<file path="config.mk">
export PLATFORM = sky130hd
export DESIGN_NAME = bit_deserializer
export DESIGN_NICKNAME = d
export VERILOG_FILES = /design/src/rtl/bit_ser_pkg.sv /design/src/rtl/bit_deserializer_sipo.sv /design/src/rtl/bit_deserializer.sv
export SDC_FILE = /design/constraint.sdc
export NUM_CORES = 1
export LEC_CHECK = 0
export CAP_MARGIN = 20
export CORE_MARGIN = 2
export CORE_UTILIZATION = 45
export CTS_BUF_LIST = sky130_fd_sc_hd__clkbuf_2
export CTS_CLUSTER_DIAMETER = 30
export DETAILED_ROUTE_END_ITERATION = 16
export PLACE_DENSITY_LB_ADDON = 0.3
export SYNTH_ARGS = -nofsm -noshare
export SYNTH_HDL_FRONTEND = slang
export SYNTH_SLANG_ARGS = --single-unit
</file>
<file path="constraint.sdc">
create_clock -name clk -period 1.3 [get_ports clk]
set_input_delay 0.26 -clock clk [delete_from_list [all_inputs] [get_ports clk]]
set_output_delay 0.26 -clock clk [all_outputs]
set_load 0.02 [all_outputs]
</file>
<file path="src/rtl/bit_ser_pkg.sv">
// Shared definitions for the serial bit deserializer and the future serializer.
// Holds the holding-register state type, the default word width and the counter width helper.
package bit_ser_pkg;

   typedef enum logic {
      EMPTY = 1'b0,
      FULL  = 1'b1
   } state_t;

   localparam int WIDTH_DEFAULT = 8;

   // Bits needed to count 0..w inclusive.
   function automatic int cnt_width(input int w);
      return $clog2(w + 1);
   endfunction

endpackage

</file>
<file path="src/rtl/bit_deserializer_sipo.sv">
// Serial-in parallel-out shift register for the deserializer.
// clr discards the partial word; rst has priority over clr, and clr over shift_en.
module sipo_shift_reg #(
   parameter int WIDTH     = 8,
   parameter bit MSB_FIRST = 1'b1
) (
   input  logic             clk,
   input  logic             rst,
   input  logic             clr,
   input  logic             shift_en,
   input  logic             din,
   output logic [WIDTH-1:0] q
);

   logic [WIDTH-1:0] q_shift;

   // MSB-first shifts toward the MSB so the first bit ends in q[WIDTH-1];
   // LSB-first shifts toward the LSB so the first bit ends in q[0].
   always_comb begin
      q_shift = q;
      if (MSB_FIRST) begin
         q_shift = {q[WIDTH-2:0], din};
      end else begin
         q_shift = {din, q[WIDTH-1:1]};
      end
   end

   always_ff @(posedge clk) begin
      if (rst) begin
         q <= '0;
      end else if (clr) begin
         q <= '0;
      end else if (shift_en) begin
         q <= q_shift;
      end
   end

endmodule

</file>
<file path="src/rtl/bit_deserializer.sv">
// Serial-to-parallel receiver: gathers WIDTH valid bits into a word and offers it on a
// registered valid/ready port backed by a one-word holding register with sticky overrun.
module bit_deserializer
   import bit_ser_pkg::*;
#(
   parameter int WIDTH     = WIDTH_DEFAULT,
   parameter bit MSB_FIRST = 1'b1
) (
   input  logic                           clk,
   input  logic                           rst,
   input  logic                           din_valid,
   input  logic                           din,
   input  logic                           flush,
   output logic [WIDTH-1:0]               dout,
   output logic                           dout_valid,
   input  logic                           dout_ready,
   output logic                           overrun,
   output logic [cnt_width(WIDTH)-1:0]    bit_cnt
);

   localparam int CNT_W = cnt_width(WIDTH);
   localparam logic [CNT_W-1:0] LAST_BIT = CNT_W'(WIDTH - 1);

   // Output port handshake: a word moves to the consumer on any rising edge where
   // dout_valid=1 and dout_ready=1; dout is held constant at all other times while valid.

   state_t           state;
   state_t           state_next;
   logic [WIDTH-1:0] shift_q;
   logic [WIDTH-1:0] word_next;
   logic             complete;
   logic             shift_en;
   logic             shift_clr;
   logic             hold_load;
   logic             set_overrun;

   assign complete  = din_valid && !flush && (bit_cnt == LAST_BIT);
   assign shift_en  = din_valid && !flush;
   assign shift_clr = flush || complete;

   sipo_shift_reg #(
      .WIDTH     (WIDTH),
      .MSB_FIRST (MSB_FIRST)
   ) u_sipo (
      .clk      (clk),
      .rst      (rst),
      .clr      (shift_clr),
      .shift_en (shift_en),
      .din      (din),
      .q        (shift_q)
   );

   // The completed word includes the bit sampled on the completing edge.
   always_comb begin
      word_next = shift_q;
      if (MSB_FIRST) begin
         word_next = {shift_q[WIDTH-2:0], din};
      end else begin
         word_next = {din, shift_q[WIDTH-1:1]};
      end
   end

   always_ff @(posedge clk) begin
      if (rst) begin
         bit_cnt <= '0;
      end else if (flush) begin
         bit_cnt <= '0;
      end else if (complete) begin
         bit_cnt <= '0;
      end else if (din_valid) begin
         bit_cnt <= bit_cnt + 1'b1;
      end
   end

   always_ff @(posedge clk) begin
      if (rst) begin
         state <= EMPTY;
      end else begin
         state <= state_next;
      end
   end

   always_comb begin
      state_next  = state;
      hold_load   = 1'b0;
      set_overrun = 1'b0;
      case (state)
         EMPTY: begin
            if (complete) begin
               hold_load  = 1'b1;
               state_next = FULL;
            end
         end
         FULL: begin
            if (complete) begin
               // A word arriving while full survives only if the old one leaves now.
               if (dout_ready) begin
                  hold_load = 1'b1;
               end else begin
                  set_overrun = 1'b1;
               end
            end else if (dout_ready) begin
               state_next = EMPTY;
            end
         end
         default: begin
            state_next = EMPTY;
         end
      endcase
   end

   always_ff @(posedge clk) begin
      if (rst) begin
         dout <= '0;
      end else if (hold_load) begin
         dout <= word_next;
      end
   end

   always_ff @(posedge clk) begin
      if (rst) begin
         overrun <= 1'b0;
      end else if (set_overrun) begin
         overrun <= 1'b1;
      end
   end

   assign dout_valid = (state == FULL);

endmodule

</file>
## Word level (Yosys, flattened, before mapping)

Index checks and enable logic that the tools add are counted.

| storage, ports and cells | value |
|---|---|
| register bits | 21 |
| output and inout port bits | 14 |
| word-level logic and storage cells | 23 |

| cells by class | value |
|---|---|
| add/subtract/negate cells | 1 |
| equality and inequality tests | 1 |
| mux-type cells | 9 |
| bitwise logic cells | 1 |
| reductions and logical operators | 6 |

Operator list:

| kind | number |
|---|---|
| 1-bit 2-to-1 mux | 7 |
| 4-bit by 1-bit adder with 4-bit output, second input constant | 1 |
| 4-bit by 3-bit == test with 1-bit output, second input constant | 1 |
| 1-bit one-hot mux with 2 select lines | 2 |
| 3-bit OR reduction | 1 |
| 1-bit logical AND | 2 |
| 2-bit OR reduction | 1 |
| 1-bit logical NOT | 1 |
| 1-bit logical OR | 1 |
| 1-bit inverter | 1 |

## Depth between registers and ports, before layout

Gate-level depths: netlist (run 1).

| logic depth | value |
|---|---|
| depth in word-level cells | 5 |
| mapped depth | 5 |
| gate-level depth less buffers | 4 |

## Hierarchy

Synthesis (run 1) repeated with hierarchy kept, for this count alone.

| unflattened totals | value |
|---|---|
| cells, all modules | 90 |
| area, all modules | 933.4 sq um |

By module, submodules not included:

| module | times used | cells each | area each (sq um) | sequential area each (sq um) |
|---|---|---|---|---|
| bit_deserializer | 1 | 63 | 638.1 | 280.3 |
| sipo_shift_reg | 1 | 27 | 295.3 | 160.2 |

## Worst setup path before layout (run 1)

No wires, ideal clock.

| timing | value |
|---|---|
| path type | register to register |
| from | reg bit_cnt[0] |
| to | reg dout[0] |
| data arrival time | 1.338 ns |
| data required time | 1.228 ns |
| path slack | -0.110 ns |
| stages on the path, launching flop included | 6 |
| clock period less this slack | 1.410 ns |
| cell sequence | dfxtp_1 > ha_1 > nand4b_2 > nor3b_2 > buf_6 > mux2i_1 |

| between the ends | value |
|---|---|
| word-level cells in the longest chain between the ends | 4 |

Ends and longest elaborated chain:

| what | line | RTL |
|---|---|---|
| start, declared | bit_deserializer.sv:18 | `output logic [cnt_width(WIDTH)-1:0] bit_cnt` |
| start signal, assigned | bit_deserializer.sv:71 | `bit_cnt <= bit_cnt + 1'b1;` |
| 4-bit by 3-bit == test with 1-bit output (*) | bit_deserializer.sv:37 | `assign complete = din_valid && !flush && (bit_cnt == LAST_BIT);` |
| 1-bit logical AND (*) | bit_deserializer.sv:37 |  |
| 1-bit 2-to-1 mux (on tied branches) | bit_deserializer.sv:95, bit_deserializer.sv:89 |  |
| 1-bit one-hot mux with 2 select lines (*) | bit_deserializer.sv:87 | `case (state)` |
| end signal, assigned | bit_deserializer.sv:116 | `dout <= word_next;` |
| end, declared | bit_deserializer.sv:14 | `output logic [WIDTH-1:0] dout,` |

Mark *: on every way between the ends. The rest lies on a longest branch, timed or not.
A chain may end at the register's enable or synchronous reset.

## Final worst setup path (run 1)

| timing | value |
|---|---|
| from | reg bit_cnt[0] |
| to | reg dout[2] |

Same word-level chain as after synthesis.

==> qor.yml, run 1 <==
status: "finished clean"
gp_congestion: 0.6842
slew_headroom: 0.8666
cts_made_buffers: 3
worst_pin_slew_ps: 200.1
clockBufferDepth: 2
drt_iter0_drc: 5
final_area_um2: 1170
worstHoldPathType: "flip-flop to flip-flop"
p_total_mw: 1.010
p_leak_nw: 0.5223
syn_inst: 85
routed_wl_um: 1601
drv_cap: 0
synth-edff-count: 0
synth_mux_area_frac: 0.1826
synth_top_area_frac: 0.4793
area_growth_pct: 33.38
ys_seq_elements: 21
via_per_inst: 4.626
synthTopCellsByCount: "21 x dfxtp_1, 19 x nand2b_1, 16 x mux2i_1"
postSynthAreaPerCell_um2: 10.32
synth_fp_nets: 92
clock.fmax_mhz: 777.1
sw_frac_of_total: 0.2428
rows: 15
yosysWarningCount: 0
finalHoldViolations: 0
io_buffer_count: 19
syn-cell-area_um2: 877.1
die-area_um2: 2318
p_clk_frac: 0.273
synth-simple-area-share: 0.2411
postCtsHoldBufs: 0
htreeDepth: 1
via_count: 643
root_buffer: "clkbuf_2"
worstSetupEndpointType: "flip-flop"
yosys_most_used_dff: "dfxtp_1"
crit_arrival_ps: 1560
vdd_drop_max_v: 0.0004645
core_area_um2: 1783
crit_family: "flip-flops"
ys_async_sr_fraction: 0
place_area_um2: 1155
drive_above_1_share: 0.3158
yosysSeqAreaShare: 0.4793
grt_max_degree: 13
antenna_left: 0
hp-start: "dout[6]"
cts_tree: "yes"
setup_viol: 0
fin_nets: 122
path_class: "flip-flop to flip-flop"
fin_skew_ps: 5.564
critical_path_required_ps: 1580
dieHeight_um: 48.15
pwr-share-seq: 0.641
crit-reg2reg-launch: "bit_cnt[0]"
synth_compound_area_frac: 0.01997
timing.final.crit_share: 0.9899
cts.reportedPaths.clkPinSlew_ps: 190
drv_slew: 0
netlist.top_cell.by_area: "dfxtp_1"
grt_pass1_wl_um: 2352
rsz0062_at_grt: "yes"
cp-start-kind: "flip-flop"
crit_slowest_cell: "dfxtp_4"
pin_count: 20
synth_most_common_cell: "dfxtp_1"
wire_per_inst_um: 11.52
startpoint: "bit_cnt[0]"
track_usage: 0.1535
cts.sinks: 21
synth_top_family_by_area: "simple AND/OR/NAND/NOR gates"
die_w_um: 48.15
max_stage_delay_ps: 410
grt_remaining_overflow: 0
yosys.cell_types.count: 17
grt_antenna_before_repair: 0
start_util: 0.4919
grt_pass1_vias: 597
synthTopCellsByArea: "dfxtp_1 48%, mux2i_1 18%, nand2b_1 14%"
period_minus_slack_ps: 1287
synthXorXnorAreaFrac: 0.02996
drt-pass1-iter-count: 4
p_comb_frac: 0.086
drcViolationCount: 0
power.net_switching_mw: 0.2452
p_int_mw: 0.7644
synth_adder_area_share: 0.01427
path_buf_inv: 1
power.density_nw_per_um2: 863.0
cp_max_fo: 8
n_antenna_cell: 0
path_cells: "ha_4 -> nand4b_4 -> nor3b_2 -> buf_6 -> mux2i_1"
insertion_delay_ps: 330
[worst reg2reg max path: stages (launching register included)]
cell and delay (ps):
dfxtp_4 410, ha_4 150, nand4b_4 110, nor3b_2 200, buf_6 180, mux2i_1 190
[stage by stage]
step                        util  setup TNS, ps  cells  worst slack [ps]  hold slack, ps
after floorplan                -              0     85             7.403           403.9
after global placement    0.6477          -3025    133            -231.4           456.7
after detailed placement  0.6477          -3423    133            -268.5           460.3
after CTS                 0.6779         -71.18    138            -34.73           486.8
after global routing      0.6561         -361.8    139            -73.04           502.8
final                     0.6561              0    139             13.17           486.2
[power by group through the flow]
stage          combinational (mW)  clock [mW]  sequential, mW
2_1_floorplan              0.0375           0           0.665
3_3_place_gp               0.0839           0           0.663
3_5_place_dp               0.0844           0           0.663
4_1_cts                    0.0880       0.279           0.651
5_1_grt                    0.0919       0.306           0.648
6_report                   0.0870       0.276           0.647
[cell type report]
| type | count | area [um^2] |
|---|---|---|
| Clock inverter | 1 | 5.005 |
| Tap cell | 25 | 31.28 |
| Multi-Input combinational cell | 59 | 449.2 |
| Sequential cell | 21 | 432.9 |
| Clock buffer | 3 | 15.01 |
| Fill cell | 145 | 613.1 |
| Timing Repair Buffer | 30 | 236.5 |
[routing by layer]
layer	track usage	vias up	wire length [um]
li1	-	337	-
met1	0.1633	285	744
met2	0.2605	16	744
met3	0.03704	5	69
met4	0.1135	0	43
met5	0	-	0
[cells in the final DEF, fill, tap and decap left out, types with 2 or more instances in the layout]
cell / count
mux2i_1: 16
buf_2: 3
clkdlybuf4s50_1: 5
nand2b_1: 19
buf_4: 9
nor2_1: 12
nand2_1: 2
dfxtp_4: 3
dfxtp_1: 17
clkbuf_2: 11
xor2_1: 2
clkdlybuf4s15_2: 2
[logic make-up after synthesis]
logic type,Yosys count
fa+ha+maj,1
xor+xnor,3
mux,16
simple gates,37
flops,21
buf+inv,5
compound gates,2
[final timing paths]
kind,to,slack [ps],cells past startpoint
worst min register to register,dout[6],490,2
worst min-delay path,dout[6],490,2
worst max register to register,dout[2],10,5
worst max-delay path,dout[2],10,5
[flip-flops by register name, summed over array words and instances (netlist names)]
signal / cells
overrun: 1
dout: 8
bit_cnt: 4
u_sipo.q: 7
dout_valid: 1
[what timing repair did]
action | in CTS | in global routing
pin swaps | 0 | 1
buffers inserted | 1 | 1
endpoints found under the setup margin | 22 | 22
gates resized for setup | 33 | 19
Power figures use the tool's default switching activity.
==> run 2, diff against run 1 <==
--- a/config.mk
+++ b/config.mk
@@ -9,7 +9,7 @@
 export CORE_MARGIN = 2
 export CORE_UTILIZATION = 45
 export CTS_BUF_LIST = sky130_fd_sc_hd__clkbuf_2
-export CTS_CLUSTER_DIAMETER = 30
+export CTS_CLUSTER_DIAMETER = 200
 export DETAILED_ROUTE_END_ITERATION = 16
 export PLACE_DENSITY_LB_ADDON = 0.3
 export SYNTH_ARGS = -nofsm -noshare
==> results of run 2 <==
Final layout, timing and power as in run 1 (identical DEF).
==> run 3, diff against run 2 <==
--- a/config.mk
+++ b/config.mk
@@ -12,6 +12,7 @@
 export CTS_CLUSTER_DIAMETER = 200
 export DETAILED_ROUTE_END_ITERATION = 16
 export PLACE_DENSITY_LB_ADDON = 0.3
+export SETUP_SLACK_MARGIN = 0.1
 export SYNTH_ARGS = -nofsm -noshare
 export SYNTH_HDL_FRONTEND = slang
 export SYNTH_SLANG_ARGS = --single-unit
==> run 3 against run 2 <==
Net effect: first-iteration DRC count fell by 20%; critical endpoint is now dout[0]; non-clock buffer count rose by 3; setup slack improved by 29 ps; die area did not move; clock skew rose by 4.7 ps; total power fell by 0.65%; critical path depth did not move; clock power fell by 4%; register-to-register slack improved by 30 ps; sequential cell count did not move.
==> qor.yml, run 3 (synthesized netlist as in run 1, its figures left out) <==
status: "finished clean"
rrSetupSlack_ps: 40
p_comb_frac: 0.093
core_area_um2: 1783
setup_viol: 0
cts.reportedPaths.clkPinSlew_ps: 190
mostFrequentLayoutCells: "19 x nand2b_1, 16 x mux2i_1, 11 x nor2_1, 11 x buf_2"
final_area_um2: 1217
crit-reg2reg-launch: "bit_cnt[0]"
hp-start: "dout[7]"
grt_antenna_before_repair: 0
crit_slowest_cell: "dfxtp_4"
finalHoldViolations: 0
fillers: 145
p_clk_frac: 0.263
vdd_drop_max_v: 0.0005415
place_area_um2: 1187
multi_input_area_um2: 454.2
startpoint: "bit_cnt[0]"
seqCellArea_um2: 444.2
drv_slew: 0
sw_frac_of_total: 0.2335
root_buffer: "clkbuf_2"
drt-pass1-iter-count: 4
cts_tree: "yes"
grt_remaining_overflow: 0
n_antenna_cell: 0
dieHeight_um: 48.15
pin_count: 20
wire_per_inst_um: 10.68
period_minus_slack_ps: 1258
drive_above_1_share: 0.4359
power.density_nw_per_um2: 824.0
insertion_delay_ps: 320
fin_nets: 125
rr_worst_depth: 5
die-area_um2: 2318
cts.sinks: 21
path_cells: "ha_4 -> nand4b_4 -> nor3b_2 -> buf_6 -> mux2i_1"
r2r-end: "dout[0]"
crit_arrival_ps: 1520
routed_wl_um: 1517
cp_max_fo: 8
mostFrequentLayoutCell: "nand2b_1"
clock.fmax_mhz: 794.9
cp-start-kind: "flip-flop"
htreeDepth: 1
drcViolationCount: 0
fin_skew_ps: 10.29
track_usage: 0.1601
critical_path_required_ps: 1560
whs_path_depth: 2
area_growth_pct: 38.80
path_class: "flip-flop to flip-flop"
grt_max_degree: 13
worstHoldPathType: "flip-flop to flip-flop"
grt_pass1_vias: 603
rows: 15
p_leak_nw: 0.5263
grt_pass1_wl_um: 2497
slew_headroom: 0.7916
top_regs: "dout (8), u_sipo.q (7), bit_cnt (4)"
clockBufferDepth: 2
timing.final.crit_share: 0.9677
cts_made_buffers: 3
p_int_mw: 0.7689
worstSetupEndpointType: "flip-flop"
largest_reg_flops: 8
die_w_um: 48.15
io_buffer_count: 19
tns_ps: 0
gp_congestion: 0.6852
start_util: 0.4919
worst_pin_slew_ps: 311.6
top_register: "dout"
hpwl_um: 1169
max_stage_delay_ps: 400
pwr-share-seq: 0.644
antenna_left: 0
via_per_inst: 4.606
rsz0062_at_grt: "yes"
via_count: 654
drt_iter0_drc: 4
power.net_switching_mw: 0.2342
drv_cap: 0
postCtsHoldBufs: 0
min_to: "dout[7]"
-- run 3: area by class of cell --
cell class / instances / area share
multi-input cells: 59 / 0.3731
repair buffers: 33 / 0.2199
clock buffers: 3 / 0.01233
well taps: 25 / 0.02569
clock inverters: 1 / 0.004111
flip-flops and latches: 21 / 0.3649
-- run 3: worst max path at each step --
stage	to	depth (start not counted)	slack, ps
2_1_floorplan	dout[0]	5	80
3_3_place_gp	dout[0]	5	-260
3_5_place_dp	dout[2]	5	-290
4_1_cts	dout[2]	5	30
5_1_grt	dout[0]	5	-60
6_report	dout[0]	5	40
-- run 3: power groups by stage --
stage | Combinational, mW | Sequential, mW | Clock, mW
floorplan | 0.0380 | 0.665 | 0
detailed placement | 0.0878 | 0.662 | 0
global placement | 0.0866 | 0.662 | 0
CTS | 0.0891 | 0.648 | 0.286
finish | 0.0936 | 0.646 | 0.264
global route | 0.101 | 0.647 | 0.312
-- run 3: metrics by stage --
| step | util | worst slack [ps] | instances | power (mW) | hold WS, ps |
|---|---|---|---|---|---|
| after floorplan | - | 79.42 | 85 | 0.7026 | 403.9 |
| after global placement | 0.6660 | -264.6 | 134 | 0.7489 | 457.4 |
| after detailed placement | 0.6660 | -292.0 | 134 | 0.7502 | 459.8 |
| after CTS | 0.6674 | 34.25 | 140 | 1.023 | 479.8 |
| after global routing | 0.6828 | -55.71 | 142 | 1.060 | 508.6 |
| final | 0.6828 | 42.00 | 142 | 1.003 | 480.9 |
-- run 3: what timing repair did --
action,4_1_cts,5_1_grt
pin swaps,2,0
buffers inserted,2,2
endpoints found under the setup margin,22,17
cloned,0,0
resized for setup,64,11
-- run 3: critical path: cells and delay by family (launching register included) --
kind | cells | cell delay [ps]
adders and majority gates | 1 | 150
buffers and inverters | 1 | 170
muxes | 1 | 200
and+or+nand+nor | 2 | 280
DFF | 1 | 400
-- run 3: layer usage --
layer  share of wire  global-route usage  up-vias
met5               0                   0        -
met4           0.014             0.09730        0
met3           0.042             0.04444        4
met2            0.47              0.2368       13
met1            0.48              0.2059      293
li1                -                   -      344
